**src/rtl/mp64_bus_rr_pkg.sv**
```systemverilog
// Shared constants and types for the MP64 bus arbiter: MMIO window, error data,
// arbiter state encoding and a width helper.
package mp64_bus_rr_pkg;

   localparam logic [31:0] MMIO_HI      = 32'h0000_F000;
   localparam logic [63:0] BUS_ERR_DATA = 64'hFFFF_FFFF_FFFF_FFFF;

   typedef enum logic [1:0] {
      ST_IDLE      = 2'd0,
      ST_MEM_WAIT  = 2'd1,
      ST_MMIO_WAIT = 2'd2
   } arb_state_e;

   // Request fields that stay stable while a target transaction is pending
   typedef struct packed {
      logic        req;
      logic [63:0] wdata;
      logic        wen;
      logic [1:0]  size;
   } tgt_req_t;

   function automatic int width_of(input int n);
      return (n > 1) ? $clog2(n) : 1;
   endfunction

endpackage

```
**src/rtl/mp64_rr_pick.sv**
```systemverilog
// Rotating-priority picker: first requester after i_last, wrapping modulo N with
// an explicit compare so any N works. i_excl skips i_last itself.
module mp64_rr_pick
   import mp64_bus_rr_pkg::*;
#(
   parameter int N = 4,
   parameter int W = 2
) (
   input  logic [N-1:0] i_req,
   input  logic [W-1:0] i_last,
   input  logic         i_excl,
   output logic [W-1:0] o_idx,
   output logic         o_any
);

   int w_cand;

   // NOTE: every output of a combinational block gets a default first, so no path can infer a latch.
   always_comb begin
      o_idx  = i_last;
      o_any  = 1'b0;
      w_cand = 0;
      for (int k = 1; k <= N; k++) begin
         w_cand = int'(i_last) + k;
         if (w_cand >= N) w_cand = w_cand - N;
         if (!o_any && i_req[W'(w_cand)] && !(i_excl && (w_cand == int'(i_last)))) begin
            o_any = 1'b1;
            o_idx = W'(w_cand);
         end
      end
   end

endmodule

```
**src/rtl/mp64_bus_rr.sv**
```systemverilog
// NCORES-master round-robin arbiter and address decoder for the MP64 fabric:
// routes one transaction at a time to memory or MMIO, with timeout and bounded lock.
module mp64_bus_rr
   import mp64_bus_rr_pkg::*;
#(
   parameter int          NCORES       = 4,
   parameter logic [31:0] MMIO_HI_VAL  = MMIO_HI,
   parameter int          MMIO_TIMEOUT = 255,
   parameter int          MEM_TIMEOUT  = 1023,
   parameter int          LOCK_MAX     = 4,
   localparam int         GRANT_W      = width_of(NCORES)
) (
   input  logic                   clk,
   input  logic                   rst_n,
   input  logic [NCORES-1:0]      cpu_valid,
   input  logic [NCORES*64-1:0]   cpu_addr,
   input  logic [NCORES*64-1:0]   cpu_wdata,
   input  logic [NCORES-1:0]      cpu_wen,
   input  logic [NCORES*2-1:0]    cpu_size,
   input  logic [NCORES-1:0]      cpu_lock,
   output logic [NCORES*64-1:0]   cpu_rdata,
   output logic [NCORES-1:0]      cpu_ready,
   output logic [NCORES-1:0]      cpu_err,
   output logic                   mem_req,
   output logic [63:0]            mem_addr,
   output logic [63:0]            mem_wdata,
   output logic                   mem_wen,
   output logic [1:0]             mem_size,
   input  logic [63:0]            mem_rdata,
   input  logic                   mem_ack,
   output logic                   mmio_req,
   output logic [11:0]            mmio_addr,
   output logic [63:0]            mmio_wdata,
   output logic                   mmio_wen,
   output logic [1:0]             mmio_size,
   input  logic [63:0]            mmio_rdata,
   input  logic                   mmio_ack,
   output logic [GRANT_W-1:0]     grant_id
);

   localparam int TMAX  = (MEM_TIMEOUT > MMIO_TIMEOUT) ? MEM_TIMEOUT : MMIO_TIMEOUT;
   localparam int TMR_W = width_of(TMAX + 1);
   localparam int LCK_W = width_of(LOCK_MAX + 1);

   arb_state_e                r_state, w_state_nxt;
   logic [GRANT_W-1:0]        r_last, r_grant_id, w_pick_idx, w_grant_idx;
   logic                      r_locked_hold, r_served_last;
   logic [LCK_W-1:0]          r_lock_cnt;
   logic [TMR_W-1:0]          r_timer;
   tgt_req_t                  r_mem, r_mmio;
   logic [63:0]               r_mem_addr;
   logic [11:0]               r_mmio_addr;
   logic [NCORES-1:0]         r_ready, r_err;
   logic [NCORES-1:0][63:0]   r_rdata;
   logic                      w_pick_any, w_use_hold, w_grant_ok, w_sel_mmio;
   logic                      w_done, w_err, w_mem_to, w_mmio_to;
   logic [63:0]               w_sel_addr, w_sel_wdata, w_tgt_rdata;
   logic [1:0]                w_sel_size;

   mp64_rr_pick #(.N(NCORES), .W(GRANT_W)) u_pick (
      .i_req  (cpu_valid),
      .i_last (r_last),
      .i_excl (r_served_last),
      .o_idx  (w_pick_idx),
      .o_any  (w_pick_any)
   );

   // A locked core keeps the bus only while it is still asking for it
   assign w_use_hold  = r_locked_hold && cpu_valid[r_last];
   assign w_grant_ok  = w_use_hold || w_pick_any;
   assign w_grant_idx = w_use_hold ? r_last : w_pick_idx;
   assign w_sel_addr  = cpu_addr[int'(w_grant_idx)*64 +: 64];
   assign w_sel_wdata = cpu_wdata[int'(w_grant_idx)*64 +: 64];
   assign w_sel_size  = cpu_size[int'(w_grant_idx)*2 +: 2];
   assign w_sel_mmio  = (w_sel_addr[63:32] == MMIO_HI_VAL);

   assign w_mem_to  = (MEM_TIMEOUT != 0)  && (r_timer == TMR_W'(MEM_TIMEOUT - 1));
   assign w_mmio_to = (MMIO_TIMEOUT != 0) && (r_timer == TMR_W'(MMIO_TIMEOUT - 1));

   always_comb begin
      w_state_nxt = r_state;
      w_done      = 1'b0;
      w_err       = 1'b0;
      w_tgt_rdata = mem_rdata;
      case (r_state)
         ST_IDLE: begin
            if (w_grant_ok) w_state_nxt = w_sel_mmio ? ST_MMIO_WAIT : ST_MEM_WAIT;
         end
         ST_MEM_WAIT: begin
            if (mem_ack)       w_done = 1'b1;
            else if (w_mem_to) begin w_done = 1'b1; w_err = 1'b1; end
         end
         ST_MMIO_WAIT: begin
            w_tgt_rdata = mmio_rdata;
            if (mmio_ack)       w_done = 1'b1;
            else if (w_mmio_to) begin w_done = 1'b1; w_err = 1'b1; end
         end
         default: w_state_nxt = ST_IDLE;
      endcase
      if (w_done) w_state_nxt = ST_IDLE;
      if (w_err)  w_tgt_rdata = BUS_ERR_DATA;
   end

   // NOTE: sequential state uses non-blocking assignments so every register samples pre-edge values.
   always_ff @(posedge clk or negedge rst_n) begin
      if (!rst_n) begin
         r_state       <= ST_IDLE;
         r_last        <= GRANT_W'(NCORES - 1);
         r_grant_id    <= '0;
         r_locked_hold <= 1'b0;
         r_served_last <= 1'b0;
         r_lock_cnt    <= '0;
         r_timer       <= '0;
         r_mem         <= '0;
         r_mmio        <= '0;
         r_mem_addr    <= '0;
         r_mmio_addr   <= '0;
         r_ready       <= '0;
         r_err         <= '0;
         r_rdata       <= '0;
      end else begin
         r_state <= w_state_nxt;
         r_ready <= '0;
         r_err   <= '0;
         if (r_state == ST_IDLE) begin
            if (w_grant_ok) begin
               r_grant_id <= w_grant_idx;
               r_timer    <= '0;
               if (w_sel_mmio) begin
                  r_mmio      <= '{req: 1'b1, wdata: w_sel_wdata, wen: cpu_wen[w_grant_idx], size: w_sel_size};
                  r_mmio_addr <= w_sel_addr[11:0];
               end else begin
                  r_mem      <= '{req: 1'b1, wdata: w_sel_wdata, wen: cpu_wen[w_grant_idx], size: w_sel_size};
                  r_mem_addr <= w_sel_addr;
               end
            end else begin
               r_served_last <= 1'b0;
            end
            if (r_locked_hold && !cpu_valid[r_last]) begin
               r_locked_hold <= 1'b0;
               r_lock_cnt    <= '0;
            end
         end else begin
            r_timer <= r_timer + 1'b1;
            if (w_done) begin
               r_mem.req              <= 1'b0;
               r_mmio.req             <= 1'b0;
               r_ready[r_grant_id]    <= 1'b1;
               r_err[r_grant_id]      <= w_err;
               r_rdata[r_grant_id]    <= w_tgt_rdata;
               r_last                 <= r_grant_id;
               if (cpu_lock[r_grant_id] && (r_lock_cnt < LCK_W'(LOCK_MAX - 1))) begin
                  r_locked_hold <= 1'b1;
                  r_lock_cnt    <= r_lock_cnt + 1'b1;
                  r_served_last <= 1'b0;
               end else begin
                  r_locked_hold <= 1'b0;
                  r_lock_cnt    <= '0;
                  r_served_last <= 1'b1;
               end
            end
         end
      end
   end

   assign cpu_rdata  = r_rdata;
   assign cpu_ready  = r_ready;
   assign cpu_err    = r_err;
   assign mem_req    = r_mem.req;
   assign mem_addr   = r_mem_addr;
   assign mem_wdata  = r_mem.wdata;
   assign mem_wen    = r_mem.wen;
   assign mem_size   = r_mem.size;
   assign mmio_req   = r_mmio.req;
   assign mmio_addr  = r_mmio_addr;
   assign mmio_wdata = r_mmio.wdata;
   assign mmio_wen   = r_mmio.wen;
   assign mmio_size  = r_mmio.size;
   assign grant_id   = r_grant_id;

endmodule

```
**config.mk**
```make
export PLATFORM = sky130hd
export DESIGN_NAME = mp64_bus_rr
export DESIGN_NICKNAME = d
export VERILOG_FILES = /design/src/rtl/mp64_bus_rr_pkg.sv /design/src/rtl/mp64_rr_pick.sv /design/src/rtl/mp64_bus_rr.sv
export SDC_FILE = /design/constraint.sdc
export NUM_CORES = 1
export LEC_CHECK = 0
export ABC_AREA = 1
export BUFFER_PORTS_ARGS = -buffer_cell sky130_fd_sc_hd__buf_2
export CORE_AREA = 3 3 450 452
export DETAILED_ROUTE_END_ITERATION = 6
export DIE_AREA = 0 0 453 455
export GPL_ROUTABILITY_DRIVEN = 0
export GPL_TIMING_DRIVEN = 0
export MAX_ROUTING_LAYER = met4
export PLACE_DENSITY_LB_ADDON = 0.15
export SLEW_MARGIN = 15
export SYNTH_ARGS = -nofsm -noshare
export SYNTH_HDL_FRONTEND = slang
export SYNTH_HIERARCHICAL = 1
export SYNTH_SLANG_ARGS = --single-unit
```
**constraint.sdc**
```tcl
create_clock -name clk -period 4.4 [get_ports clk]
set_input_delay 0.22 -clock clk [delete_from_list [all_inputs] [get_ports clk]]
set_output_delay 0.22 -clock clk [all_outputs]
set_load 0.1 [all_outputs]
```
==> impl_metrics.py, run 1 <==
metrics = {
    "global_route": {
        "grt_max_degree": 90,
        "grt_pass1_vias": 28700,
        "grt_pass1_wl_um": 232000,
        "antenna_found_initial": 12,
        "track_usage_pct": 16.4,
        "overflow": 0,
    },
    "setup_path": {
        "critPathMaxStageDelay_ns": 0.59,
        "crit_top_cell": "nand2_1",
        "slowest_stage": "dfstp_2",
        "worstSetupEndpointType": "flip-flop",
        "ff2ff_setup_slack_ns": 0.21,
        "required_ns": 5.00,
        "start_kind": "flip-flop",
        "reg2regPathDepth": 19,
        "critPathTopFamily": "buffers and inverters",
        "path_depth": 19,
        "path_class": "reg2reg",
        "critPathLaunch": "r_last[0]$_DFFE_PN1N_",
        "crit_fanout": 10,
        "r2r_start": "r_last[0]$_DFFE_PN1N_",
        "crit_chain": "buf_6, inv_4, nand2_1, nand2_1, nand2_2, nand2_4, a21oi_2, nand3_1, nand2_1, nand2_1, nand2_1, buf_4, buf_2, buf_6, clkbuf_1, o21ai_0, o22ai_2, nand4_1, nand2_1",
        "crit_buf_inv": 6,
        "crit_arrival_ns": 4.78,
        "r2r_end": "mmio_addr[10]$_DFFE_PN0P_",
        "worstSetupEndpoint": "mmio_addr[10]$_DFFE_PN0P_",
    },
    "clock_tree": {
        "cts-root-buf": "clkbuf_16",
        "clockBufferDepth": 3,
        "cts.sinks": 497,
        "cts_tree": "built",
        "cts_buffers": 71,
        "clk_pin_slew_worst_paths_ns": 0.06,
        "clk_latency_ns": 0.66,
        "ctsHtreeMaxLevel": 3,
    },
    "timing": {
        "report.final.slew_viol_count": 0,
        "final_hold_viol_count": 0,
        "final.setup.tns_ns": 0,
        "period_minus_slack_ns": 4.19,
        "grt_setup_unrepaired": "yes",
        "worst_pin_slew_ns": 1.03,
        "finalCritPeriodShare_pct": 95.2,
        "whs_ns": 0.0667,
        "finalSetupViolations": 0,
        "slew_headroom_pct": 31.6,
        "fmax_mhz": 239,
        "fin_skew_ns": 0.0257,
    },
    "drt": {
        "drc": 0,
        "avgRoutedWirePerCell_um": 23.7,
        "ant_nets": 0,
        "via_per_inst": 3.89,
        "dr.first_iter.drc_count": 1696,
        "dr.pass1.iters": 6,
        "wirelength_um": 171000,
        "via_count": 28100,
    },
    "final_layout": {
        "final-instance-count-excl-fill": 7225,
        "finalInstanceArea_um2": 37600,
        "layout-drive-gt1-share_pct": 31.0,
        "synthToLayoutAreaGrowth_pct": 57.1,
        "fin_nets": 5183,
        "fillers": 22900,
        "seq_area_um2": 12400,
        "multi_input_area_um2": 10300,
    },
    "die": {
        "die_h_um": 455,
        "core_area_um2": 199000,
        "ios": 1142,
        "die_w_um": 453,
        "initial_core_util_pct": 12.0,
        "rows": 164,
        "dieArea_um2": 206000,
    },
    "worst_hold_path": {
        "hold_class": "in2reg",
    },
    "logic_synthesis": {
        "synth_cells": 3125,
        "synth_seq_cells": 497,
        "synth.avg_cell_area_um2": 7.66,
        "syn_nets": 3795,
        "synth_warnings": 6,
        "synthDistinctLibCells": 34,
        "syn_area_um2": 24000,
        "ys_seq_area_share_pct": 51.9,
    },
    "place": {
        "placed_area_um2": 33200,
        "io_buffers": 1141,
        "hpwl_um": 139000,
        "dp_cells": 6931,
    },
    "run_status": {
        "status": "completed",
    },
    "job": {
        "cap_violations": 0,
    },
}
## area by class of cell
cell class	count	area share (%)
antenna	5	0.0333
buffer	236	3.12
clock buffer	107	5.68
clock inverter	17	0.669
inverter	77	0.775
multi-input combinational	2312	27.5
sequential	497	33.1
tap	2656	8.83
timing repair buffer	1318	20.4
## state kept, by name (all words and copies together) (netlist names), 2 cells and up
name / flops
r_timer: 10
grant_id: 2
mem_wdata: 64
mem_addr: 64
mem_size: 2
r_last: 2
cpu_err: 4
r_state: 2
mmio_wdata: 64
r_lock_cnt: 3
cpu_rdata: 256
mmio_addr: 12
mmio_size: 2
cpu_ready: 4
## kinds of logic after synthesis
kind of cell | Yosys count | synth area share, %
xor gates and xnor gates | 2 | 0.0732
DFF | 497 | 51.9
adders and majority gates | 6 | 0.313
AOI/OAI and AO/OA | 587 | 12.9
buffers and inverters | 316 | 5.53
and+or+nand+nor | 1717 | 29.2
## layer usage
layer  vias to the layer above  routed length [um]  GRT usage (%)
met4                         0                5940           5.78
li1                      13100                   -              -
met3                       186                9620           3.01
met2                      1039               88100           29.0
met1                     13800               67600           18.4
met5                         -                   0              -
## placed cells by master (no fill, tap or decap), types with 4 or more instances in the layout
master / n
dlygate4sd3_1: 159
diode_2: 5
nand2_2: 6
ha_1: 6
buf_6: 11
clkbuf_4: 11
clkbuf_8: 17
nand3_1: 220
buf_2: 1169
nand4_1: 85
clkbuf_1: 123
inv_1: 73
buf_1: 21
dfrtp_1: 495
buf_4: 14
o22ai_1: 83
buf_16: 8
clkinv_2: 8
clkbuf_16: 74
o22ai_2: 13
buf_12: 5
bufinv_16: 4
nand2_1: 917
a21oi_1: 7
o21ai_0: 470
clkbuf_2: 46
nor2_1: 476
## stage by stage
stage	setup WS [ns]	util, %
3_3_place_gp	-9.36	16.6
6_report	0.211	18.9
5_1_grt	-0.0185	18.9
4_1_cts	0.000808	18.8
2_1_floorplan	1.32	-
3_5_place_dp	-1.38	16.7
## worst register-to-register path: stages, from the launching register on
cell and delay (ns):
dfstp_2 0.59, buf_6 0.16, inv_4 0.06, nand2_1 0.07
nand2_1 0.08, nand2_2 0.10, nand2_4 0.07, a21oi_2 0.16
nand3_1 0.09, nand2_1 0.11, nand2_1 0.15, nand2_1 0.12
buf_4 0.20, buf_2 0.26, buf_6 0.29, clkbuf_1 0.40
o21ai_0 0.30, o22ai_2 0.44, nand4_1 0.32, nand2_1 0.16
## cell usage after synthesis, drive strengths merged
master / number / area share (%)
o211ai: 1 / 0.031
ha: 6 / 0.31
o21a: 2 / 0.063
a22o: 1 / 0.037
dfstp: 2 / 0.22
o22ai: 99 / 2.6
clkbuf: 162 / 2.5
or2: 1 / 0.026
nor2: 479 / 7.6
o221ai: 1 / 0.037
o21ai: 473 / 9.9
xor2: 2 / 0.073
nand3: 224 / 4.7
nor3: 2 / 0.042
a31o: 1 / 0.037
nand2: 926 / 15
nand4: 85 / 2.2
o31ai: 1 / 0.031
buf: 77 / 1.8
a21oi: 8 / 0.18
dfrtp: 495 / 52
inv: 77 / 1.2
## worst min-delay path by stage
stage | startpoint | end | slack, ns | cells after the start
3_5_place_dp | rst_n | cpu_rdata[10]$_DFFE_PN0P_ | 0.1 | 1
6_report | cpu_addr[22] | mem_addr[22]$_DFFE_PN0P_ | 0.07 | 5
4_1_cts | cpu_addr[190] | mem_addr[62]$_DFFE_PN0P_ | 0.0001 | 7
2_1_floorplan | rst_n | cpu_err[0]$_DFF_PN0_ | -0.08 | 0
5_1_grt | cpu_addr[233] | mem_addr[41]$_DFFE_PN0P_ | 0.03 | 7
3_3_place_gp | mmio_wdata[55]$_DFFE_PN0P_ | mmio_wdata[55]$_DFFE_PN0P_ | 0.45 | 2
## what timing repair did
item / in CTS / in global routing
resized for setup: 44 / 86
hold buffers: 160 / 0
endpoints found under the hold margin: 328 / 0
setup buffers: 8 / 0
endpoints found under the setup margin: 218 / 226
pin swaps: 2 / 0
Power of run 1 is left out: the tool's default activity adds up to more than one toggle a clock period on the data nets, which glitch-free logic cannot reach.
==> run 2, diff against run 1 <==
--- a/config.mk
+++ b/config.mk
@@ -12,7 +12,6 @@
 export DIE_AREA = 0 0 453 455
 export GPL_ROUTABILITY_DRIVEN = 0
 export GPL_TIMING_DRIVEN = 0
-export MAX_ROUTING_LAYER = met4
 export PLACE_DENSITY_LB_ADDON = 0.15
 export SLEW_MARGIN = 15
 export SYNTH_ARGS = -nofsm -noshare
==> run 2 against run 1 <==
Net effect:
- clock skew decreased by 0.00073 ns
- critical path depth unchanged
- non-clock buffer count decreased by 1
- maximum frequency decreased by 0.13%
- flip-flop and latch count unchanged
- die area unchanged
- first-iteration DRC count decreased by 1.5%
- final cell count about the same
- sequential share of layout area unchanged
- largest cell class unchanged
- highest routed layer is now met5
==> impl_metrics.py, run 2 (synthesis results as in run 1) <==
metrics = {
    "run_status": {
        "status": "completed",
    },
    "drt": {
        "drc": 0,
        "avgRoutedWirePerCell_um": 23.7,
        "dr.first_iter.drc_count": 1670,
        "wirelength_um": 171000,
        "dr.pass1.iters": 5,
        "via_count": 28100,
        "ant_nets": 0,
        "via_per_inst": 3.89,
    },
    "setup_path": {
        "crit_fanout": 11,
        "crit_top_cell": "nand2_1",
        "worstSetupEndpoint": "mmio_wdata[6]$_DFFE_PN0P_",
        "r2r_start": "r_last[0]$_DFFE_PN1N_",
        "crit_buf_inv": 6,
        "ff2ff_setup_slack_ns": 0.21,
        "critPathMaxStageDelay_ns": 0.59,
        "start_kind": "flip-flop",
        "path_class": "reg2reg",
        "r2r_end": "mmio_wdata[6]$_DFFE_PN0P_",
        "path_depth": 19,
        "crit_arrival_ns": 4.79,
        "slowest_stage": "dfstp_2",
        "reg2regPathDepth": 19,
        "critPathTopFamily": "buffers and inverters",
        "crit_chain": "buf_6, inv_4, nand2_1, nand2_1, nand2_2, nand2_4, a21oi_2, nand3_1, nand2_1, nand2_1, nand2_1, buf_4, buf_2, buf_6, buf_1, o21ai_0, o22ai_1, nand4_1, nand2_1",
        "required_ns": 4.99,
        "worstSetupEndpointType": "flip-flop",
        "critPathLaunch": "r_last[0]$_DFFE_PN1N_",
    },
    "final_layout": {
        "final-instance-count-excl-fill": 7223,
        "final_common_cell": "buf_2",
        "synthToLayoutAreaGrowth_pct": 57.1,
        "fillers": 22900,
        "fin_nets": 5182,
        "layout-drive-gt1-share_pct": 31.0,
        "final_cell_mix": "buf_2 (1168), nand2_1 (917), dfrtp_1 (495), nor2_1 (476), o21ai_0 (470)",
        "largest_register_ffs": 256,
    },
    "die": {
        "core_area_um2": 199000,
        "ios": 1142,
        "rows": 164,
        "dieArea_um2": 206000,
        "initial_core_util_pct": 12.0,
        "die_h_um": 455,
        "die_w_um": 453,
    },
    "timing": {
        "final_hold_viol_count": 0,
        "finalCritPeriodShare_pct": 95.3,
        "report.final.slew_viol_count": 0,
        "fin_skew_ns": 0.0250,
        "slew_headroom_pct": 30.7,
        "worst_pin_slew_ns": 1.04,
        "fmax_mhz": 238,
        "finalSetupViolations": 0,
        "grt_setup_unrepaired": "yes",
        "period_minus_slack_ns": 4.19,
        "final.setup.tns_ns": 0,
    },
    "clock_tree": {
        "cts.sinks": 497,
        "cts_tree": "built",
        "clk_pin_slew_worst_paths_ns": 0.06,
        "cts-root-buf": "clkbuf_16",
        "ctsHtreeMaxLevel": 3,
        "cts_buffers": 71,
        "clk_latency_ns": 0.66,
        "clockBufferDepth": 3,
    },
    "worst_hold_path": {
        "hold_class": "in2reg",
    },
    "global_route": {
        "grt_use_met3_pct": 3.38,
        "grt_max_degree": 90,
        "antenna_found_initial": 12,
        "track_usage_pct": 15.9,
        "busiest_layer": "met2",
        "grt_use_met1_pct": 18.2,
        "met2_usage_pct": 29.0,
        "grt_pass1_wl_um": 232000,
        "overflow": 0,
        "grt_pass1_vias": 28600,
    },
    "place": {
        "io_buffers": 1141,
        "dp_cells": 6931,
        "hpwl_um": 139000,
    },
    "job": {
        "cap_violations": 0,
    },
}
run 2: worst register-to-register path, stage by stage (launching register included):
cell and delay (ns):
dfstp_2 0.59, buf_6 0.16, inv_4 0.06, nand2_1 0.07
nand2_1 0.08, nand2_2 0.10, nand2_4 0.07, a21oi_2 0.17
nand3_1 0.09, nand2_1 0.11, nand2_1 0.15, nand2_1 0.11
buf_4 0.20, buf_2 0.26, buf_6 0.29, buf_1 0.60
o21ai_0 0.18, o22ai_1 0.47, nand4_1 0.26, nand2_1 0.12
run 2: worst min path at each step:
stage / slack, ns / cells past startpoint / end / start
after floorplan: -0.08 / 0 / cpu_err[0]$_DFF_PN0_ / rst_n
after global placement: 0.45 / 2 / mmio_wdata[55]$_DFFE_PN0P_ / mmio_wdata[55]$_DFFE_PN0P_
after detailed placement: 0.1 / 1 / cpu_rdata[10]$_DFFE_PN0P_ / rst_n
after CTS: 0.0001 / 7 / mem_addr[62]$_DFFE_PN0P_ / cpu_addr[190]
final: 0.07 / 5 / mem_addr[22]$_DFFE_PN0P_ / cpu_addr[22]
after global routing: 0.03 / 7 / mem_addr[41]$_DFFE_PN0P_ / cpu_addr[233]
run 2: repair_timing:
item / in CTS / in global routing
setup endpoints to repair: 218 / 228
endpoints found under the hold margin: 328 / 0
hold buffers: 160 / 0
gates resized for setup: 44 / 89
pin swaps: 2 / 0
buffers inserted: 8 / 0
run 2: through the flow:
step | instance area [um^2] | hold WS [ns] | utilization, % | worst slack [ns]
4_1_cts | 37500 | 0.000125 | 18.8 | 0.000808
3_5_place_dp | 33200 | 0.0962 | 16.7 | -1.38
2_1_floorplan | 24000 | -0.0756 | - | 1.32
3_3_place_gp | 33000 | 0.451 | 16.6 | -9.36
6_report | 37600 | 0.0671 | 18.9 | 0.206
5_1_grt | 37600 | 0.0263 | 18.9 | -0.0187
run 2: final cells by class:
type,count,area (um^2),share of cell area (%)
antenna,4,10.0,0.0266
buffer,235,1170,3.12
clock buffer,107,2140,5.68
clock inverter,17,251,0.669
inverter,77,292,0.775
multi-input combinational,2312,10300,27.5
sequential,497,12400,33.1
tap,2656,3320,8.83
timing repair buffer,1318,7660,20.4
run 2: routing by layer:
metal  vias to the layer above  wire length [um]  share of wire [%]
li1                      13100                 -                  -
met1                     13700             66800                 39
met2                      1035             88100                 51
met3                       187             10400                6.1
met4                         2              6020                3.5
met5                         -                11             0.0064
Power of run 2 is left out for the same reason.
==> run 3, diff against run 2 <==
--- a/config.mk
+++ b/config.mk
@@ -12,6 +12,7 @@
 export DIE_AREA = 0 0 453 455
 export GPL_ROUTABILITY_DRIVEN = 0
 export GPL_TIMING_DRIVEN = 0
+export HOLD_SLACK_MARGIN = 0.03
 export PLACE_DENSITY_LB_ADDON = 0.15
 export SLEW_MARGIN = 15
 export SYNTH_ARGS = -nofsm -noshare
==> constraint.sdc (replaced) <==
create_clock -name clk -period 3.9 [get_ports clk]
set_input_delay 0.195 -clock clk [delete_from_list [all_inputs] [get_ports clk]]
set_output_delay 0.195 -clock clk [all_outputs]
set_load 0.1 [all_outputs]
==> run 3 against run 2 <==
Net effect:
- largest cell class unchanged
- clock skew shrank 0.0016 ns
- highest routed layer unchanged
- non-clock buffer count grew 214
- critical path type unchanged
- setup slack lost 0.060 ns
==> impl_metrics.py, run 3 (synthesis results as in run 1) <==
metrics = {
    "global_route": {
        "grt_pass1_wl_um": 236000,
        "grt_max_degree": 90,
        "grt_pass1_vias": 29700,
        "overflow": 0,
        "antenna_found_initial": 8,
        "track_usage_pct": 16.1,
    },
    "final_layout": {
        "largest_register_ffs": 256,
        "layout-drive-gt1-share_pct": 31.0,
        "synthToLayoutAreaGrowth_pct": 67.8,
        "final_cell_mix": "buf_2 (1161), nand2_1 (907), dfrtp_1 (495), nor2_1 (474), o21ai_0 (469)",
        "fin_nets": 5396,
        "finalInstanceArea_um2": 40200,
        "final_common_cell": "buf_2",
    },
    "clock_tree": {
        "clockBufferDepth": 3,
        "clk_pin_slew_worst_paths_ns": 0.06,
        "clk_latency_ns": 0.66,
        "cts_tree": "built",
        "cts-root-buf": "clkbuf_16",
        "cts.sinks": 497,
        "ctsHtreeMaxLevel": 3,
        "cts_buffers": 71,
    },
    "die": {
        "rows": 164,
        "ios": 1142,
        "die_w_um": 453,
        "core_area_um2": 199000,
        "die_h_um": 455,
        "initial_core_util_pct": 12.0,
        "dieArea_um2": 206000,
    },
    "worst_hold_path": {
        "hold_class": "in2reg",
        "hold_path_end": "cpu_rdata[239]$_DFFE_PN0P_",
        "whs_path_depth": 5,
        "hp-start": "mem_rdata[47]",
    },
    "drt": {
        "dr.pass1.iters": 5,
        "via_count": 29100,
        "ant_nets": 0,
        "via_per_inst": 3.91,
        "dr.first_iter.drc_count": 1733,
        "wirelength_um": 174000,
        "avgRoutedWirePerCell_um": 23.4,
        "drc": 0,
    },
    "timing": {
        "period_minus_slack_ns": 3.75,
        "slew_headroom_pct": 35.3,
        "finalSetupViolations": 0,
        "final.setup.tns_ns": 0,
        "whs_ns": 0.0985,
        "finalCritPeriodShare_pct": 96.3,
        "report.final.slew_viol_count": 0,
        "final_hold_viol_count": 0,
        "fmax_mhz": 266,
        "fin_skew_ns": 0.0233,
        "setup_ws_ns": 0.145,
        "worst_pin_slew_ns": 0.971,
    },
    "setup_path": {
        "crit_fanout": 19,
        "r2r_start": "r_last[0]$_DFFE_PN1N_",
        "crit_top_cell": "nand2_1",
        "path_class": "reg2reg",
        "r2r_end": "mmio_wdata[44]$_DFFE_PN0P_",
        "required_ns": 4.49,
        "reg2regPathDepth": 20,
        "start_kind": "flip-flop",
        "worstSetupEndpointType": "flip-flop",
        "crit_chain": "buf_6, inv_4, nand2_1, nand2_1, nand2_2, nand2_4, a21oi_4, nand3_1, nand2_1, nand2_1, o21ai_2, buf_4, clkbuf_2, buf_12, clkbuf_4, o21ai_0, o22ai_4, buf_12, nand4_1, nand2_1",
        "ff2ff_setup_slack_ns": 0.15,
        "slowest_stage": "dfstp_2",
        "critPathMaxStageDelay_ns": 0.56,
        "crit_arrival_ns": 4.34,
    },
    "place": {
        "io_buffers": 1141,
        "placed_area_um2": 33200,
        "place_ws_ns": -1.88,
        "hpwl_um": 139000,
    },
    "job": {
        "cap_violations": 0,
    },
    "run_status": {
        "status": "completed",
    },
}
==> run 3: repair_timing <==
| item | CTS | global route |
|---|---|---|
| endpoints found under the setup margin | 296 | 257 |
| endpoints found under the hold margin | 482 | 0 |
| pin swaps | 6 | 10 |
| hold buffers | 353 | 0 |
| cloned | 0 | 4 |
| setup buffers | 14 | 8 |
| resized for setup | 168 | 72 |
==> run 3: critical path, delay by kind of cell (launching register included) <==
| family | cells | cell delay (ns) |
|---|---|---|
| compound gates | 4 | 0.82 |
| buf+inv | 7 | 1.36 |
| flops | 1 | 0.56 |
| simple gates | 9 | 0.86 |
==> run 3: area by class of cell <==
cell class | count | area (um^2)
fillers | 22700 | 159000
flip-flops and latches | 497 | 12400
multi-input cells | 2312 | 10500
repair buffers | 1529 | 9810
well taps | 2656 | 3320
clock buffers | 107 | 2140
plain buffers | 238 | 1450
inverters | 77 | 292
clock inverters | 17 | 251
diodes | 4 | 10.0
==> run 3: how the worst max path moves through the flow <==
| stage | from | to | slack, ns | depth (start not counted) |
|---|---|---|---|---|
| CTS | r_last[0]$_DFFE_PN1N_ | mem_addr[37]$_DFFE_PN0P_ | 0.001 | 26 |
| floorplan | r_last[0]$_DFFE_PN1N_ | mem_addr[57]$_DFFE_PN0P_ | 0.82 | 26 |
| global placement | rst_n | mem_wdata[36]$_DFFE_PN0P_ | -9.83 | 1 |
| global route | r_last[0]$_DFFE_PN1N_ | mem_addr[5]$_DFFE_PN0P_ | -0.005 | 28 |
| detailed placement | r_last[0]$_DFFE_PN1N_ | mmio_wdata[44]$_DFFE_PN0P_ | -1.88 | 21 |
| finish | r_last[0]$_DFFE_PN1N_ | mmio_wdata[44]$_DFFE_PN0P_ | 0.15 | 20 |
==> run 3: metal layers <==
layer	share of wire, %	track usage, %	wire length [um]	vias up
met5	0.0075	0	13	-
li1	-	-	-	13500
met4	3.9	6.25	6740	2
met3	5.8	3.30	10100	209
met2	51	29.2	89200	1048
met1	39	18.3	68300	14300
==> run 3: metrics by stage <==
stage	util, %	instances
after floorplan	-	3125
after global placement	16.6	6922
after detailed placement	16.7	6931
after CTS	20.0	7421
after global routing	20.2	7435
final	20.2	7437
Power of run 3 is left out for the same reason.
